$ cat config.mk
export PLATFORM = sky130hd
export DESIGN_NAME = uart_rx_fifo
export DESIGN_NICKNAME = d
export VERILOG_FILES = /design/src/rtl/uart_rx_fifo.sv
export SDC_FILE = /design/constraint.sdc
export NUM_CORES = 1
export LEC_CHECK = 0
export CORE_ASPECT_RATIO = 1.1
export CORE_MARGIN = 8
export CORE_UTILIZATION = 59
export CTS_CLUSTER_SIZE = 16
export DETAILED_ROUTE_END_ITERATION = 8
export GPL_TIMING_DRIVEN = 0
export PLACE_DENSITY = 0.9
export RECOVER_POWER = 25
export SLEW_MARGIN = 20
export SYNTH_ARGS = -nofsm -noshare
export SYNTH_HDL_FRONTEND = slang
export SYNTH_SLANG_ARGS = --single-unit
$ cat constraint.sdc
create_clock -name clk_i -period 3.8 [get_ports clk_i]
set_clock_uncertainty 0.2 [all_clocks]
set_input_delay 1.14 -clock clk_i [delete_from_list [all_inputs] [get_ports clk_i]]
set_output_delay 1.14 -clock clk_i [all_outputs]
set_load 0.005 [all_outputs]
$ cat src/rtl/uart_rx_fifo.sv
`default_nettype none
// ============================================================================
// Module   : uart_rx_fifo
// Brief    : Byte receive buffer between UART receiver and APB read side.
// Revision : 1.0
// ============================================================================
module uart_rx_fifo #(
  parameter  int DEPTH      = 16,
  parameter  int DATA_WIDTH = 8,
  localparam int CNT_WIDTH  = $clog2(DEPTH) + 1
) (
  input  logic                  clk_i,
  input  logic                  arst_ni,
  input  logic [DATA_WIDTH-1:0] wdata_i,
  input  logic                  wvalid_i,
  output logic [DATA_WIDTH-1:0] rdata_o,
  output logic                  rvalid_o,
  input  logic                  rready_i,
  input  logic                  flush_i,
  input  logic                  ovf_clear_i,
  input  logic [CNT_WIDTH-1:0]  thresh_i,
  output logic [CNT_WIDTH-1:0]  level_o,
  output logic                  full_o,
  output logic                  overflow_o,
  output logic                  thresh_o
);

  localparam int                   PTR_WIDTH = $clog2(DEPTH);
  localparam logic [CNT_WIDTH-1:0] C_DEPTH   = CNT_WIDTH'(DEPTH);

  logic [DATA_WIDTH-1:0] r_mem [DEPTH];
  logic [PTR_WIDTH-1:0]  r_wr_ptr;
  logic [PTR_WIDTH-1:0]  r_rd_ptr;
  logic [CNT_WIDTH-1:0]  r_count;
  logic                  r_overflow;

  logic w_full;
  logic w_empty;
  logic w_pop;
  logic w_push;
  logic w_drop;

  // All flags come from the registered count so nothing combinational
  // leaks from the write strobe or the consumer ready.
  assign w_full  = (r_count == C_DEPTH);
  assign w_empty = (r_count == '0);
  assign w_pop   = !w_empty && rready_i && !flush_i;
  assign w_push  = wvalid_i && (!w_full || w_pop) && !flush_i;
  assign w_drop  = wvalid_i && w_full && !w_pop && !flush_i;

  always_ff @(posedge clk_i or negedge arst_ni) begin
    if (!arst_ni) begin
      r_wr_ptr <= '0;
      r_rd_ptr <= '0;
      r_count  <= '0;
    end else if (flush_i) begin
      r_wr_ptr <= '0;
      r_rd_ptr <= '0;
      r_count  <= '0;
    end else begin
      if (w_push) begin
        r_wr_ptr <= r_wr_ptr + 1'b1;
      end
      if (w_pop) begin
        r_rd_ptr <= r_rd_ptr + 1'b1;
      end
      case ({w_push, w_pop})
        2'b10:   r_count <= r_count + 1'b1;
        2'b01:   r_count <= r_count - 1'b1;
        default: r_count <= r_count;
      endcase
    end
  end

  // Storage is deliberately left out of reset.
  always_ff @(posedge clk_i) begin
    if (w_push) begin
      r_mem[r_wr_ptr] <= wdata_i;
    end
  end

  always_ff @(posedge clk_i or negedge arst_ni) begin
    if (!arst_ni) begin
      r_overflow <= 1'b0;
    end else if (w_drop) begin
      r_overflow <= 1'b1;
    end else if (ovf_clear_i) begin
      r_overflow <= 1'b0;
    end
  end

  assign rdata_o    = w_empty ? '0 : r_mem[r_rd_ptr];
  assign rvalid_o   = !w_empty;
  assign level_o    = r_count;
  assign full_o     = w_full;
  assign overflow_o = r_overflow;
  assign thresh_o   = (thresh_i != '0) && (r_count >= thresh_i);

endmodule
`default_nettype wire
* Word-level counts from Yosys, hierarchy flattened
Memory sizes are Yosys's and may differ from the RTL's.
Cells that the tools add are included.
** Operators by class
- Add/subtract/negate cells :: 4
- $lt $le $gt $ge :: 1
- Equality and inequality tests :: 3
- Mux-type cells :: 11
- Reductions and logical operators :: 19
** Operators with widths (number)
- $mux 4 :: 4
- $pmux 5 s2 :: 1
- $add 4x1->4 const B :: 2
- $logic_and 1x1->1 :: 8
- $mux 8 :: 1
- $reduce_bool 2->1 :: 3
- $add 5x1->5 const B :: 1
- $eq 5x5->1 const B :: 1
- $ge 5x5->1 :: 1
- $logic_not 5->1 :: 1
- $mux 5 :: 1
- $reduce_bool 5->1 :: 1
- $sub 5x1->5 const B :: 1
- $logic_not 1->1 :: 4
- $mux 1 :: 4
- $reduce_bool 3->1 :: 1
- $eq 2x1->1 const B :: 1
- $eq 2x2->1 const B :: 1
- $logic_or 1x1->1 :: 1
** Word-level totals
- Register bits after elaboration :: 14
- RAM bits :: 128
- Input port bits :: 19
- Output and inout bits :: 17
- Word-level logic and storage cells :: 43
- Memories :: 1
** Memory list
- r_mem :: words 16, width 8, read ports 1, clocked after memory_dff 0, wr ports 1, RTL line 31 : logic [DATA_WIDTH-1:0] r_mem [DEPTH];

* Logic depth before layout (Yosys ltp)
- Word-level depth :: 10
- Mapped depth :: 11
- Depth with buffers taken out :: 9

* Least setup slack after synthesis
Ideal clock, no wire load.
- Kind :: reg2out
- From :: reg r_rd_ptr[0]
- To :: out rdata_o[0]
- Data arrival time :: 1.956 ns
- Required time :: 2.460 ns
- Path slack :: 0.504 ns
- Cell stages (with the launch flop) :: 6
- Path buffers :: 2
- Path through :: dfrtp_1 > buf_2 > buf_2 > mux4_2 > mux4_2 > and2_1
** On the way
- Cells in the longest elaborated chain, start to end :: 2
** RTL lines
- from (decl) :: RTL line 33 : logic [PTR_WIDTH-1:0] r_rd_ptr;
- from (signal assigned) :: RTL line 65 : r_rd_ptr <= r_rd_ptr + 1'b1;
- $mem_v2 16x8
- $mux 8 :: RTL line 92 : assign rdata_o = w_empty ? '0 : r_mem[r_rd_ptr];
- to (decl) :: RTL line 16 : output logic [DATA_WIDTH-1:0] rdata_o,
Every way passes these cells.

* Worst setup path after layout
- From :: reg r_rd_ptr[0]
- To :: out rdata_o[6]
Same word-level chain as after synthesis.

==> metrics <==
synthesized area 5990 um2; Avg Cell Area, Syn 18.2 um2; Die Y 122 um; Multi-input gate area 1710 um2; WP data arrival 2.65 ns; via count 3,411; syn_nets 360; vias per std cell 6.38; Final HPWL DP 8450 um; FF+latch count, synth 142; unrepaired setup endpoints after global routing true; area share of the leading cell type in the synthesized netlist 64.2%; final worst slack -0.187 ns; largest net degree at the start of global routing 17; die width 112 um; number of antenna repair diodes 0; Row Count 38; Post-Route WL 14,100 um; sw frac 28.5%; Max IR drop VDD 0.499 mV; Area Overhead vs Synth 23.8%; CTS Root Cell clkbuf_8; Pre-antenna DRT Iters 4; 1st-iter DRT viols 336; Synth cell types 40; vias in the first global route 3,636; final slew viol count 0; commonest non-fill, non-tap cell in the layout edfxtp_1; CTS tree yes; P per Cell Area 658 nW/um2; Reg2Reg Setup Slack 0.79 ns; flip-flop and latch area 4200 um2; RR Startpoint level_o[1]$_DFFE_PN0P_; Crit path required time 2.46 ns; Final period util 105%; crit path kind flip-flop to output port; GRT Overall Usage 22.1%; Final Setup Violations 8; clock share of power 31.8%; worst min-delay path endpoint overflow_o$_DFFE_PN0P_; most frequent cells in the layout 128 x edfxtp_1, 40 x mux4_2, 24 x nor2_1; final setup TNS -1.25 ns; failing checks setup timing; total CTS buffers 17; number of flops mapped to enable cells by yosys 128; fin crit period 3.99 ns; Tightest Pin Transition 0.873 ns; Synth async-reset ratio 9.86%; CP endpoint kind output port; Clock Sinks 142; status complete, but fails checks; CORE AREA 9890 um2; Hold Path Class flip-flop to flip-flop; Synth Instances 329; FF-to-FF path depth 11; Final ANT Viol Nets 0; CTS H-Tree Depth 4; synth top area cells edfxtp_1 64%, mux4_2 15%, dfrtp_1 5.9%; Seq pwr share 36.9%; IO Pins 36; Pleak 2.59 nW; Clock Pin Slew Worst Setup and Hold Paths 0.07 ns; hold_sp overflow_o$_DFFE_PN0P_; total internal power 3.49 mW; synth warn 0; layout cells sized above 1 32.0%; worst r2r dst level_o[4]$_DFFE_PN0P_; most common flop cell mapped by yosys edfxtp_1; max cap viols 0; final hold violation count 0; fill cell count 556; routed len/inst 26.3 um; Switch Pwr 1.39 mW; Final Net Count 433; Comb power frac 31.3%; Routability Congestion 0.794; count of input and output buffers 35; Initial Utilization 60.5%; # DRC 0; Worst Hold Path Cells 2; Die ar. 13,600 um2; first-pass GRT wire length 21,500 um; largest area contributor in the netlist edfxtp_1; CP Launch Type flip-flop; Hold Buf Count CTS 0; pre-CTS WS -0.422 ns; sequential share of the synthesized area 70.1%; GR Overflow Total 0; clock buffer depth 2; Util after Layout 74.9%; Max Fclk 0.251 GHz; relative slew slack 41.6%; later-pin clock latency in the skew report 0.53 ns; initial antenna violation count 0; worst-path fanout max 5
[what timing repair did]
| action | 4_1_cts | 5_1_grt |
|---|---|---|
| resized for setup | 87 | 7 |
| endpoints found under the setup margin | 10 | 10 |
| setup buffers | 15 | 5 |
| pin swaps | 4 | 1 |
| cloned | 1 | 0 |
[power groups by stage]
| stage | Combinational [mW] | Clock [mW] | Sequential [mW] |
|---|---|---|---|
| 6_report | 1.53 | 1.55 | 1.80 |
| 3_5_place_dp | 1.12 | 0 | 1.82 |
| 5_1_grt | 1.62 | 1.62 | 1.81 |
| 3_3_place_gp | 1.08 | 0 | 1.82 |
| 2_1_floorplan | 0.696 | 0 | 1.81 |
| 4_1_cts | 1.44 | 1.55 | 1.80 |
[registers in the layout, indices dropped and copies added, names as in the netlist]
| register | count |
|---|---|
| r_rd_ptr | 4 |
| overflow_o | 1 |
| r_wr_ptr | 4 |
| level_o | 5 |
| r_mem | 128 |
[critical path, cell delays in order, from the launching register on]
cell and delay, ns:
dfrtp_1 0.38, buf_8 0.15, buf_12 0.11, buf_16 0.11, buf_6 0.09, mux4_2 0.49
mux4_2 0.48, and2_4 0.19, buf_6 0.11
[metal layers]
layer / up-vias / part of all wire, % / global-route usage, %
met5: - / 0 / 0
met4: 0 / 4.6 / 12.6
met3: 41 / 6.9 / 6.34
met2: 193 / 54 / 39.3
met1: 1722 / 34 / 23.4
li1: 1455 / - / -
[final cells by class]
type	count	share of cell area [%]
Buffer	15	2.01
Clock buffer	17	5.59
Inverter	12	0.608
Multi-Input combinational cell	158	23.0
Timing Repair Buffer	56	8.19
Tap cell	120	2.03
Clock inverter	15	1.96
Sequential cell	142	56.6
[kinds of logic after synthesis]
kind of cell             after synthesis  share of synthesized area [%]
multiplexers                          43                           15.6
XOR/XNOR                               8                           1.17
flip-flops                           142                           70.1
adder cells (fa/ha/maj)               12                           2.51
AO/OA/AOI/OAI                         27                           2.82
buffers and inverters                 29                           2.26
AND/OR/NAND/NOR                       68                           5.62
[cell usage after synthesis, types with 2 or more instances]
master and count:
dfrtp_1 14, ha_1 12, buf_2 5, o21ai_0 4
a21oi_1 13, buf_4 2, mux4_2 40, edfxtp_1 128
mux2i_1 3, nand2_1 10, nand3_1 3, xnor2_1 3
o22ai_1 2, and2_1 9, or3_1 2, nand2b_1 5
buf_1 2, nor3_1 6, or4_1 2, clkbuf_1 6
xor2_1 5, nor2_1 24, inv_1 12
[through the flow]
stage | power (mW) | instance area [um2] | cells | hold WS (ns)
after global placement | 2.90 | 6490 | 484 | 0.322
final | 4.88 | 7410 | 535 | 0.336
after detailed placement | 2.95 | 6510 | 484 | 0.330
after global routing | 5.05 | 7410 | 535 | 0.379
after floorplan | 2.51 | 5990 | 329 | 0.326
after CTS | 4.80 | 7350 | 530 | 0.340
[how the worst max path moves through the flow]
| stage | from | cells after the start | to | slack, ns |
|---|---|---|---|---|
| after floorplan | r_rd_ptr[0]$_DFFE_PN0P_ | 5 | rdata_o[0] | 0.50 |
| after global placement | thresh_i[0] | 8 | thresh_o | -0.42 |
| after detailed placement | thresh_i[0] | 8 | thresh_o | -0.42 |
| after CTS | r_rd_ptr[0]$_DFFE_PN0P_ | 8 | rdata_o[6] | -0.20 |
| after global routing | r_rd_ptr[0]$_DFFE_PN0P_ | 8 | rdata_o[6] | -0.26 |
| final | r_rd_ptr[0]$_DFFE_PN0P_ | 8 | rdata_o[6] | -0.19 |
Power figures use the tool's default switching activity.
